[config.mk]
export PLATFORM = sky130hd
export DESIGN_NAME = qspi_ram_arbiter
export DESIGN_NICKNAME = d
export VERILOG_FILES = /design/src/rtl/hack_mem_pkg.sv /design/src/rtl/rr_grant_picker.sv /design/src/rtl/qspi_ram_arbiter.sv
export SDC_FILE = /design/constraint.sdc
export NUM_CORES = 1
export LEC_CHECK = 0
export ABC_AREA = 1
export CAP_MARGIN = 20
export CORE_MARGIN = 4
export CORE_UTILIZATION = 43
export CTS_BUF_LIST = sky130_fd_sc_hd__clkbuf_4
export CTS_CLUSTER_DIAMETER = 50
export CTS_CLUSTER_SIZE = 8
export DETAILED_ROUTE_END_ITERATION = 16
export GPL_TIMING_DRIVEN = 0
export PLACE_DENSITY = 0.85
export RECOVER_POWER = 50
export SLEW_MARGIN = 25
export SYNTH_ARGS = -nofsm -noshare
export SYNTH_HDL_FRONTEND = slang
export SYNTH_SLANG_ARGS = --single-unit
[constraint.sdc]
create_clock -name clk -period 2.9 [get_ports clk]
set_clock_uncertainty 0.15 [all_clocks]
set_input_delay 0.435 -clock clk [delete_from_list [all_inputs] [get_ports clk]]
set_output_delay 0.435 -clock clk [all_outputs]
set_load 0.05 [all_outputs]
[src/rtl/hack_mem_pkg.sv]
// hack_mem_pkg: shared definitions for the hack_soc QSPI SRAM path.
//   HACK_WORD_W  : Hack data word width
//   SRAM_ADDR_W  : byte address width of the 23LC1024 (128 KiB)
//   arb_state_t  : arbiter FSM states
package hack_mem_pkg;

    localparam int HACK_WORD_W = 16;
    localparam int SRAM_ADDR_W = 17;

    typedef enum logic [1:0] {
        IDLE,
        ISSUE,
        WAIT,
        RESPOND
    } arb_state_t;

endpackage

[src/rtl/rr_grant_picker.sv]
// rr_grant_picker: combinational round-robin winner search.
//   valid     in  NUM_PORTS  request vector
//   last      in  IDX_W      index of the previous grant
//   winner    out NUM_PORTS  one-hot winner (zero when nothing is valid)
//   any_valid out 1          at least one request present
// The search starts one past `last` and wraps, so `last` itself has the
// lowest priority.
module rr_grant_picker #(
    parameter int NUM_PORTS = 3,
    parameter int IDX_W     = (NUM_PORTS > 1) ? $clog2(NUM_PORTS) : 1
) (
    input  logic [NUM_PORTS-1:0] valid,
    input  logic [IDX_W-1:0]     last,
    output logic [NUM_PORTS-1:0] winner,
    output logic                 any_valid
);

    logic             found;
    logic [IDX_W-1:0] pos;

    always_comb begin
        winner = '0;
        found  = 1'b0;
        pos    = '0;
        for (int i = 1; i <= NUM_PORTS; i++) begin
            pos = IDX_W'((int'(last) + i) % NUM_PORTS);
            if (!found && valid[pos]) begin
                winner[pos] = 1'b1;
                found       = 1'b1;
            end
        end
    end

    assign any_valid = |valid;

endmodule

[src/rtl/qspi_ram_arbiter.sv]
// qspi_ram_arbiter: round-robin arbiter sharing one QSPI SRAM controller
// between word-wide requesters, with optional bounded burst locking.
//   clk, reset                 clock, async active-low reset
//   req_valid/we/lock          per-port request, write enable, lock hint
//   req_addr/req_wdata         flattened per-port fields (port i at i*W +: W)
//   req_ready                  one-cycle accept pulse (one-hot)
//   rsp_valid/rsp_rdata        one-cycle completion pulse (one-hot) + data
//   mem_start/we/addr/wdata    transaction to the controller, held until done
//   mem_done/mem_rdata         completion + read data from the controller
//   busy                       high whenever the FSM is not IDLE
// All outputs are registered; the winner pick is internal combinational logic.
module qspi_ram_arbiter
    import hack_mem_pkg::*;
#(
    parameter int NUM_PORTS  = 3,
    parameter int ADDR_WIDTH = SRAM_ADDR_W,
    parameter int DATA_WIDTH = HACK_WORD_W,
    parameter int MAX_BURST  = 4
) (
    input  logic                            clk,
    input  logic                            reset,
    input  logic [NUM_PORTS-1:0]            req_valid,
    input  logic [NUM_PORTS-1:0]            req_we,
    input  logic [NUM_PORTS-1:0]            req_lock,
    input  logic [NUM_PORTS*ADDR_WIDTH-1:0] req_addr,
    input  logic [NUM_PORTS*DATA_WIDTH-1:0] req_wdata,
    output logic [NUM_PORTS-1:0]            req_ready,
    output logic [NUM_PORTS-1:0]            rsp_valid,
    output logic [DATA_WIDTH-1:0]           rsp_rdata,
    output logic                            mem_start,
    output logic                            mem_we,
    output logic [ADDR_WIDTH-1:0]           mem_addr,
    output logic [DATA_WIDTH-1:0]           mem_wdata,
    input  logic                            mem_done,
    input  logic [DATA_WIDTH-1:0]           mem_rdata,
    output logic                            busy
);

    localparam int IDX_W = (NUM_PORTS > 1) ? $clog2(NUM_PORTS) : 1;
    localparam int BC_W  = (MAX_BURST > 1) ? $clog2(MAX_BURST) : 1;
    // Highest burst_cnt value that still allows one more locked re-grant.
    localparam logic [BC_W-1:0] BURST_LIM = BC_W'(MAX_BURST - 1);

    arb_state_t           state;
    logic [IDX_W-1:0]     last_grant;
    logic [BC_W-1:0]      burst_cnt;
    logic [NUM_PORTS-1:0] grant;

    logic [NUM_PORTS-1:0]  rr_winner;
    logic                  rr_any;
    logic                  lock_hit;
    logic [NUM_PORTS-1:0]  pick_oh;
    logic                  pick_any;
    logic [IDX_W-1:0]      pick_idx;
    logic                  sel_we;
    logic [ADDR_WIDTH-1:0] sel_addr;
    logic [DATA_WIDTH-1:0] sel_wdata;

    rr_grant_picker #(
        .NUM_PORTS (NUM_PORTS),
        .IDX_W     (IDX_W)
    ) u_picker (
        .valid     (req_valid),
        .last      (last_grant),
        .winner    (rr_winner),
        .any_valid (rr_any)
    );

    // A lock only counts while its owner is still requesting and the burst
    // budget is not exhausted; otherwise fall back to round-robin.
    assign lock_hit = req_lock[last_grant] & req_valid[last_grant] &
                      (burst_cnt < BURST_LIM);

    always_comb begin
        pick_oh  = rr_winner;
        pick_any = rr_any;
        if (lock_hit) begin
            pick_oh             = '0;
            pick_oh[last_grant] = 1'b1;
            pick_any            = 1'b1;
        end
    end

    always_comb begin
        pick_idx  = '0;
        sel_addr  = '0;
        sel_wdata = '0;
        for (int i = 0; i < NUM_PORTS; i++) begin
            if (pick_oh[i]) begin
                pick_idx  = IDX_W'(i);
                sel_addr  = req_addr[i*ADDR_WIDTH +: ADDR_WIDTH];
                sel_wdata = req_wdata[i*DATA_WIDTH +: DATA_WIDTH];
            end
        end
    end

    assign sel_we = |(req_we & pick_oh);

    always_ff @(posedge clk or negedge reset) begin
        if (!reset) begin
            state      <= IDLE;
            last_grant <= IDX_W'(NUM_PORTS - 1);
            burst_cnt  <= '0;
            grant      <= '0;
            req_ready  <= '0;
            rsp_valid  <= '0;
            rsp_rdata  <= '0;
            mem_start  <= 1'b0;
            mem_we     <= 1'b0;
            mem_addr   <= '0;
            mem_wdata  <= '0;
            busy       <= 1'b0;
        end else begin
            // Pulse outputs default low every cycle.
            req_ready <= '0;
            rsp_valid <= '0;
            rsp_rdata <= '0;
            mem_start <= 1'b0;

            case (state)
                IDLE, RESPOND: begin
                    if (pick_any) begin
                        // Grant taken here: fields are frozen from this edge.
                        grant      <= pick_oh;
                        last_grant <= pick_idx;
                        burst_cnt  <= lock_hit ? burst_cnt + BC_W'(1) : '0;
                        mem_we     <= sel_we;
                        mem_addr   <= sel_addr;
                        mem_wdata  <= sel_wdata;
                        mem_start  <= 1'b1;
                        req_ready  <= pick_oh;
                        busy       <= 1'b1;
                        state      <= ISSUE;
                    end else begin
                        busy  <= 1'b0;
                        state <= IDLE;
                    end
                end
                ISSUE: begin
                    state <= WAIT;
                end
                WAIT: begin
                    if (mem_done) begin
                        rsp_valid <= grant;
                        rsp_rdata <= mem_we ? '0 : mem_rdata;
                        state     <= RESPOND;
                    end
                end
                default: begin
                    busy  <= 1'b0;
                    state <= IDLE;
                end
            endcase
        end
    end

endmodule

Word-level counts from Yosys, hierarchy flattened
Index checks and enable logic that the tools add are counted.
Word-level totals
  output and inout port bits: 58
  bits in registers: 67
  input bits: 127
  word-level logic and storage cells: 96
Operators by class
  magnitude comparators: 9
  muxes and demuxes: 46
  bitwise operators: 5
  div/mod/pow operators: 3
  reductions and logical operators: 13
  equality and inequality tests: 4
  add/subtract/negate cells: 4
Operator list (number)
  $mod A32 B3 Y32 const B: 3
  $mux W16: 6
  $mux W17: 3
  $mux W3: 8
  $mux W1: 16
  $lt A2 B3 Y1 const B: 4
  $bmux W1 S2: 5
  $demux W1 S2: 4
  $ge A2 B1 Y1 const B: 4
  $add A2 B2 Y3 const B: 2
  $logic_and A1 B1 Y1: 6
  $mux W2: 3
  $or A3 B3 Y3: 2
  $pmux W2 S3: 1
  $reduce_or A3 Y1: 2
  $eq A2 B2 Y1 const B: 2
  $add A2 B1 Y3 const B: 1
  $and A3 B3 Y3: 1
  $add A2 B1 Y2 const B: 1
  $and A1 B1 Y1: 2
  $eq A2 B1 Y1 const B: 1
  $logic_not A1 Y1: 2
  $logic_not A2 Y1: 1
  $lt A2 B2 Y1 const B: 1
  3 further kinds: 3

Logic depth before layout (Yosys ltp)
Gate-level depths: netlist (run 1).
  word-level depth: 15
  depth in mapped cells: 16
  depth with buffers taken out: 15

Cells and area by module
From an unflattened synthesis (run 1), not the netlist that was laid out.
Unflattened totals
  cells, all modules: 549
  area total of the unflattened synthesis: 3972.6 um^2
Modules (own cells, without submodules)
  qspi_ram_arbiter: instances 1, seq. area each 1677.9 um^2, cells each 504, area an instance 3738.6 um^2
  rr_grant_picker: instances 1, seq. area each 0.0 um^2, cells each 45, area an instance 234.0 um^2

Worst setup path after synthesis (run 1)
OpenSTA, ideal clock, no wires.
  path type: register -> register
  start: register last_grant[1]
  end: register mem_wdata[5]
  path buffers: 2
  required time: 2632 ps
  period minus slack after synthesis: 2318 ps
  slack: 582 ps
  cell stages (with the launch flop): 17
  data arrival time: 2050 ps
  setup time: 118 ps
  path through: dfstp_2 > inv_1 > ha_1 > inv_2 > nand2_2 > nand3_2 > nand2_4 > nand3_2 > nand2_2 > nand2_2 > nand2_4 > buf_12 > buf_12 > a21oi_2 > nand2_1 > nand2_1 > nand2_1
Between the ends
  cells in the longest elaborated chain, start to end: 15
  elaborated cells between the ends (all ways): 55
  those cells by class: add/sub (3); div (3); order compare (8); mux (28); bitwise (4); reduce/logical (9)
Ends and longest elaborated chain
  start, declared: line qspi_ram_arbiter.sv:45  | logic [IDX_W-1:0] last_grant;
  start signal, assigned: line qspi_ram_arbiter.sv:102  | last_grant <= IDX_W'(NUM_PORTS - 1);
  start signal, assigned: line qspi_ram_arbiter.sv:125  | last_grant <= pick_idx;
  $add A2 B1 Y3: line rr_grant_picker.sv:26  | pos = IDX_W'((int'(last) + i) % NUM_PORTS);
  $mod A32 B3 Y32: line rr_grant_picker.sv:26
  $lt A2 B3 Y1 (not written as such) (tied with other cells): line rr_grant_picker.sv:28  | winner[pos] = 1'b1;
  $logic_and A1 B1 Y1 (not written as such) / $mux W1 (equally long branches): line rr_grant_picker.sv:28, rr_grant_picker.sv:27
  $mux W1 (on tied branches): line rr_grant_picker.sv:28, rr_grant_picker.sv:27
  $demux W1 S2 / $logic_not A1 Y1 (equally long branches)
  $mux W3 / $logic_and A1 B1 Y1 (equally long branches): line rr_grant_picker.sv:27  | if (!found && valid[pos]) begin
  $or A3 B3 Y3 (no source line) / $mux W1 (equally long branches)
  $mux W3 / $logic_not A1 Y1 (equally long branches): line rr_grant_picker.sv:27
  $or A3 B3 Y3 (no source line) / $logic_and A1 B1 Y1 (equally long branches)
  $mux W3: line rr_grant_picker.sv:27
  $mux W3: line qspi_ram_arbiter.sv:77  | if (lock_hit) begin
  $mux W16 (3 in series): line qspi_ram_arbiter.sv:89  | if (pick_oh[i]) begin
  end signal, assigned: line qspi_ram_arbiter.sv:129  | mem_wdata <= sel_wdata;
  end, declared: line qspi_ram_arbiter.sv:33  | output logic [DATA_WIDTH-1:0] mem_wdata,
Several ways; a longest one is shown, not always the timed one. The select of a mux whose other input is x is not followed.
A chain may end at the register's enable or synchronous reset.

Final worst setup path (run 1)
  start: register last_grant[1]
  end: register mem_addr[5]
Between the ends
  cells in the longest elaborated chain, start to end: 15
  elaborated cells between the ends (all ways): 55
  those cells by class: add/sub (3); div (3); order compare (8); mux (28); bitwise (4); reduce/logical (9)
Ends and longest elaborated chain
  $add A2 B1 Y3: line rr_grant_picker.sv:26
  $mod A32 B3 Y32: line rr_grant_picker.sv:26
  $lt A2 B3 Y1 (not written as such) (tied with other cells): line rr_grant_picker.sv:28
  $logic_and A1 B1 Y1 (not written as such) / $mux W1 (equally long branches): line rr_grant_picker.sv:28, rr_grant_picker.sv:27
  $mux W1 (on tied branches): line rr_grant_picker.sv:28, rr_grant_picker.sv:27
  $demux W1 S2 / $logic_not A1 Y1 (equally long branches)
  $mux W3 / $logic_and A1 B1 Y1 (equally long branches): line rr_grant_picker.sv:27
  $or A3 B3 Y3 (no source line) / $mux W1 (equally long branches)
  $mux W3 / $logic_not A1 Y1 (equally long branches): line rr_grant_picker.sv:27
  $or A3 B3 Y3 (no source line) / $logic_and A1 B1 Y1 (equally long branches)
  $mux W3: line rr_grant_picker.sv:27
  $mux W3: line qspi_ram_arbiter.sv:77
  $mux W17 (3 in series): line qspi_ram_arbiter.sv:89
  end signal, assigned: line qspi_ram_arbiter.sv:128  | mem_addr <= sel_addr;
  end, declared: line qspi_ram_arbiter.sv:32  | output logic [ADDR_WIDTH-1:0] mem_addr,
Several ways; a longest one is shown, not always the timed one. The select of a mux whose other input is x is not followed.

==> qor.csv, run 1 <==
metric,value,unit
synth_top_area_cell,dfrtp_1,
h-tree-depth,3,
gp_routability_congestion,0.855,
peakVddDrop,0.000597,V
overflow,0,
worstReg2RegEnd,mem_addr[5],
crit_slowest_cell,dfstp_2,
cp-start-kind,register,
route.detailed.drc,0,
crit_top_cell,nand2_2,
synth_top_area_share,40.6,%
slowest_delay,0.58,ns
utilization,68.2,%
dieArea,11100,µm²
core-area,9240,µm²
grt_pass1_vias,4334,
crit_required,3.05,ns
nFillCells,754,
fp.dieW,105,µm
hold_path_class,reg2reg,
endpoint_kind,register,
syn_area,4070,µm²
cts_buffers,9,
power,8.37,mW
vias,4190,
mostFrequentLayoutCell,nand2_1,
numPortBuffers,184,
grt_pass1_wl,20600,µm
wl_per_cell,14.0,µm
critPathBufInv,4,
drive_above_1_share,13.3,%
clock_latency,0.40,ns
placed_cells,881,
fin_nets,898,
fin_cells,897,
holdPathStages,2,
synth_nets,701,
pre_cts_ws,0.300,ns
status,"finished, violations left",
start_util,44.0,%
dr.pass1.iters,5,
path_cells,"inv_1, ha_1, inv_2, nand2_2, nand3_2, nand2_4, nand3_2, nand2_2, nand2_2, nand2_4, inv_4, buf_6, nor2_2, nor2_1, nand2_1, nand2_1",
r2r_slack,0.29,ns
drt_iter0_drc,155,
min_from,mem_addr[11],
rows,35,
antenna_found_initial,0,
max_freq,383,MHz
cts-root-buf,clkbuf_4,
slew_viol_final,31,
postCtsSetupBuffers,0,
power.density,1330,nW/µm²
viasPerCell,4.67,
cts_buffer_depth,2,
violations,"capacitance limit, slew limit",
crit_type,reg2reg,
period_share,90.1,%
ys_types,29,
cap_violations,1,
timing.rr.start,last_grant[1],
ys_top_cells_by_area,"dfrtp_1 (41%), nand2_1 (18%), nor2_1 (9.4%), inv_1 (5.7%), a21oi_2 (4.1%)",
finalHoldViolCount,0,
diodes,0,
ys_ff_latch,67,
ioPinCount,185,
antenna_left,0,
period_minus_slack,2.61,ns
detail_route.wirelength,12600,µm
path_depth,16,
syn_avg_cell_area,7.17,µm²
clkTransAtPathRegs,0.11,ns
yosysWarningCount,0,
ys_seq_area_share,41.3,%
critPathArrivalTime,2.76,ns
syn2layout_area_growth,54.9,%
leakage,3.20,nW
layout_common_cells,"nand2_1 (197), clkdlybuf4s50_1 (175), nor2_1 (102), dfrtp_1 (66), inv_1 (62)",
hpwl,9760,µm
clock-sinks,67,
grt_start_max_net_pins,38,
hold_end,mem_addr[11],
timing.final.setup_violations,0,
grt_use_total,22.8,%
syn_inst,567,
rsz0062_at_grt,no,
cts_tree,yes,
tightest_slew,1.81,ns
crit_family,simple AND/OR/NAND/NOR gates,
die_y,105,µm
fin_ws,0.287,ns
max_slew_margin,-21.0,%
crit_fanout,10,
rr_worst_depth,16,
[metal layers]
metal / routed length (µm) / vias up / GRT usage, %
li1: - / 2091 / -
met1: 5050 / 1917 / 27.4
met2: 6180 / 159 / 39.3
met4: 261 / 0 / 7.69
met5: 0 / - / 0
met3: 1100 / 23 / 6.43
[state kept, by name, indices dropped and copies added, names as in the netlist, 2 cells and up]
name,cells
burst_cnt,2
mem_addr,17
grant,3
req_ready,3
last_grant,2
state,2
rsp_rdata,16
rsp_valid,3
mem_wdata,16
[per-stage QoR]
stage | hold WS, ns | cell area (µm²) | TNS [ns]
after detailed placement | 0.254 | 6090 | 0
after CTS | 0.346 | 6300 | 0
after global placement | 0.312 | 6070 | -68.13
final | 0.343 | 6300 | 0
after global routing | 0.344 | 6300 | 0
after floorplan | -0.0106 | 4070 | 0
[kinds of logic after synthesis]
kind of cell,count (synthesis),synth area share [%]
compound gates,45,7.82
fa+ha+maj,7,2.15
buf+inv,95,11.8
flops,67,41.3
simple gates,353,36.9
[where the power goes]
part           switching (mW)  leakage (nW)  internal, mW
sequential              0.168         0.868          1.30
clock                   0.371         0.107         0.523
combinational            3.85          2.23          2.16
total                    4.39          3.20          3.98
[worst reg2reg max path: cells and delay by family, from the launching register on]
| kind | cells | cell delay [ns] |
|---|---|---|
| DFF | 1 | 0.58 |
| buffers and inverters | 4 | 0.43 |
| and+or+nand+nor | 11 | 0.96 |
| adders and majority gates | 1 | 0.42 |
[Yosys cell counts]
| master | number |
|---|---|
| or2_2 | 1 |
| nand3_1 | 14 |
| nand2_1 | 197 |
| a22oi_1 | 1 |
| nand3b_1 | 1 |
| inv_4 | 1 |
| o31ai_1 | 1 |
| buf_4 | 4 |
| nand2_2 | 6 |
| clkinv_1 | 1 |
| a31oi_4 | 1 |
| ha_1 | 7 |
| nor2_2 | 21 |
| buf_12 | 3 |
| nor2_8 | 1 |
| a21oi_1 | 17 |
| o21ai_0 | 2 |
| nor2_1 | 102 |
| buf_6 | 7 |
| inv_2 | 6 |
| o21ai_1 | 4 |
| buf_2 | 5 |
| nand2_4 | 5 |
| a21oi_2 | 19 |
| dfstp_2 | 1 |
| nand3_2 | 5 |
| clkbuf_1 | 6 |
| inv_1 | 62 |
| dfrtp_1 | 66 |
[area by class of cell]
| type | count | area, µm² | area share [%] |
|---|---|---|---|
| tap | 129 | 161 | 2.56 |
| clock inverter | 6 | 138 | 2.19 |
| multi-input combinational | 405 | 1910 | 30.3 |
| clock buffer | 9 | 67.6 | 1.07 |
| buffer | 25 | 216 | 3.44 |
| inverter | 70 | 265 | 4.21 |
| sequential | 67 | 1680 | 26.6 |
| timing repair buffer | 186 | 1870 | 29.6 |
[what timing repair did]
item,4_1_cts,5_1_grt
endpoints found under the hold margin,30,0
gates resized for setup,0,0
hold buffers,1,0
[worst max path at each step]
stage | startpoint | to | slack [ns]
floorplan | last_grant[1] | mem_wdata[5] | 0.58
global placement | reset | rsp_rdata[14] | -1.03
detailed placement | last_grant[1] | mem_addr[5] | 0.30
CTS | last_grant[1] | mem_addr[5] | 0.28
global route | last_grant[1] | mem_addr[8] | 0.07
finish | last_grant[1] | mem_addr[5] | 0.29
(Power assumes the default switching activity.)
==> inputs of run 2 (changes only) <==
--- a/config.mk
+++ b/config.mk
@@ -17,5 +17,4 @@
 export PLACE_DENSITY = 0.85
 export RECOVER_POWER = 50
-export SLEW_MARGIN = 25
 export SYNTH_ARGS = -nofsm -noshare
 export SYNTH_HDL_FRONTEND = slang
==> constraint.sdc (replaced) <==
create_clock -name clk -period 2.6 [get_ports clk]
set_clock_uncertainty 0.15 [all_clocks]
set_input_delay 0.39 -clock clk [delete_from_list [all_inputs] [get_ports clk]]
set_output_delay 0.39 -clock clk [all_outputs]
set_load 0.1 [all_outputs]
==> run 2 against run 1 <==
  * Routed wire length up 0.33%
  * Core utilization up 0.34 points
  * Sequential share of layout area down 0.13 points
  * Worst hold slack worse by 0.0010 ns
  * First-iteration DRC count down 7.1%
  * The flow still finishes with violations (capacitance limit, slew limit)
  * Non-clock buffer count up 4
  * Die area unchanged
  * Critical endpoint is now mem_wdata[9]
  * Via count about the same
  * Largest cell class unchanged
  * Critical path depth down 15
==> qor.csv, run 2 (synthesis gave the netlist of run 1 again) <==
metric,value,unit
gp_routability_congestion,0.855,
antenna_found_initial,0,
clkTransAtPathRegs,0.12,ns
h-tree-depth,3,
r2r_slack,0.12,ns
hold_path_class,in2reg,
crit_slowest_cell,clkdlybuf4s50_1,
grt_use_total,22.8,%
fp.dieW,105,µm
max_freq,400,MHz
status,"finished, violations left",
crit_type,reg2out,
route.detailed.drc,0,
die_y,105,µm
diodes,0,
cts-root-buf,clkbuf_4,
grt_pass1_vias,4306,
overflow,0,
tightest_slew,1.69,ns
fin_nets,902,
clock_latency,0.40,ns
grt_start_max_net_pins,68,
vias,4193,
detail_route.wirelength,12600,µm
crit_required,2.06,ns
dr.pass1.iters,4,
top_register,mem_addr,
rows,35,
wl_per_cell,14.0,µm
timing.final.setup_violations,0,
numPortBuffers,184,
syn2layout_area_growth,55.7,%
largestRegisters,"mem_addr x17, mem_wdata x16, rsp_rdata x16",
placed_area,6070,µm²
largest_reg_flops,17,
layout_common_cells,"nand2_1 (197), clkdlybuf4s50_1 (183), nor2_1 (102), dfrtp_1 (66), inv_1 (63)",
endpoint_kind,primary output,
dieArea,11100,µm²
critPathBufInv,1,
stdcell_area,6330,µm²
crit_family,buffers and inverters,
antenna_left,0,
ioPinCount,185,
mostFrequentLayoutCell,nand2_1,
finalHoldViolCount,0,
slowest_delay,1.18,ns
period_minus_slack,2.50,ns
drt_iter0_drc,144,
cap_violations,1,
start_util,44.0,%
grt_pass1_wl,20500,µm
critPathArrivalTime,1.96,ns
cp-start-kind,register,
max_slew_margin,-12.6,%
violations,"capacitance limit, slew limit",
cts_buffer_depth,2,
crit_fanout,2,
drive_above_1_share,13.9,%
path_cells,clkdlybuf4s50_1,
hpwl,9570,µm
cts_tree,yes,
slew_viol_final,68,
nFillCells,775,
clock-sinks,67,
viasPerCell,4.65,
core-area,9240,µm²
cts_buffers,9,
period_share,96.1,%
==> run 2: final timing paths <==
kind / end / cells past startpoint / from
worst min register to register: mem_addr[1] / 2 / mem_addr[1]
worst max register to register: mem_wdata[12] / 16 / last_grant[1]
worst max-delay path: mem_wdata[9] / 1 / mem_wdata[9]
min in group asynchronous: mem_wdata[4] / 2 / reset
worst min-delay path: rsp_rdata[11] / 3 / mem_rdata[11]
max in group asynchronous: mem_wdata[12] / 2 / reset
==> run 2: layer usage <==
metal | track usage [%] | vias to the layer above | part of all wire, %
met5 | 0 | - | 0
met4 | 7.87 | 0 | 1.7
met3 | 6.98 | 18 | 8.7
met2 | 38.2 | 156 | 49
met1 | 27.8 | 1924 | 40
li1 | - | 2095 | -
==> run 2: timing repair <==
item,in CTS,in global routing
endpoints found under the hold margin,66,0
setup endpoints to repair,7,39
hold buffers,1,0
resized for setup,1,1
cloned,0,0
setup buffers,0,5
pin swaps,0,2
==> run 2: final cells by class <==
| class | instances | area (µm²) | area share, % |
|---|---|---|---|
| multi-input combinational | 405 | 1920 | 30.3 |
| timing repair buffer | 190 | 1880 | 29.8 |
| sequential | 67 | 1680 | 26.5 |
| inverter | 70 | 265 | 4.19 |
| buffer | 25 | 216 | 3.42 |
| tap | 129 | 161 | 2.55 |
| clock inverter | 6 | 138 | 2.17 |
| clock buffer | 9 | 67.6 | 1.07 |
==> run 2: metrics by stage <==
| step | hold slack (ns) | setup WS [ns] | TNS [ns] | utilization [%] | cells |
|---|---|---|---|---|---|
| detailed placement | 0.315 | -0.00238 | -0.00238 | 65.7 | 880 |
| global placement | 0.312 | -1.29 | -85.21 | 65.7 | 880 |
| floorplan | -0.0556 | 0.280 | 0 | - | 567 |
| finish | 0.342 | 0.102 | 0 | 68.5 | 901 |
| global route | 0.295 | -0.0173 | -0.0854 | 68.5 | 901 |
| CTS | 0.304 | 0.00281 | 0 | 68.0 | 896 |
Power of run 2 is not shown: default switching activity piles up to over one toggle a cycle in this logic, so the estimate is an artifact.
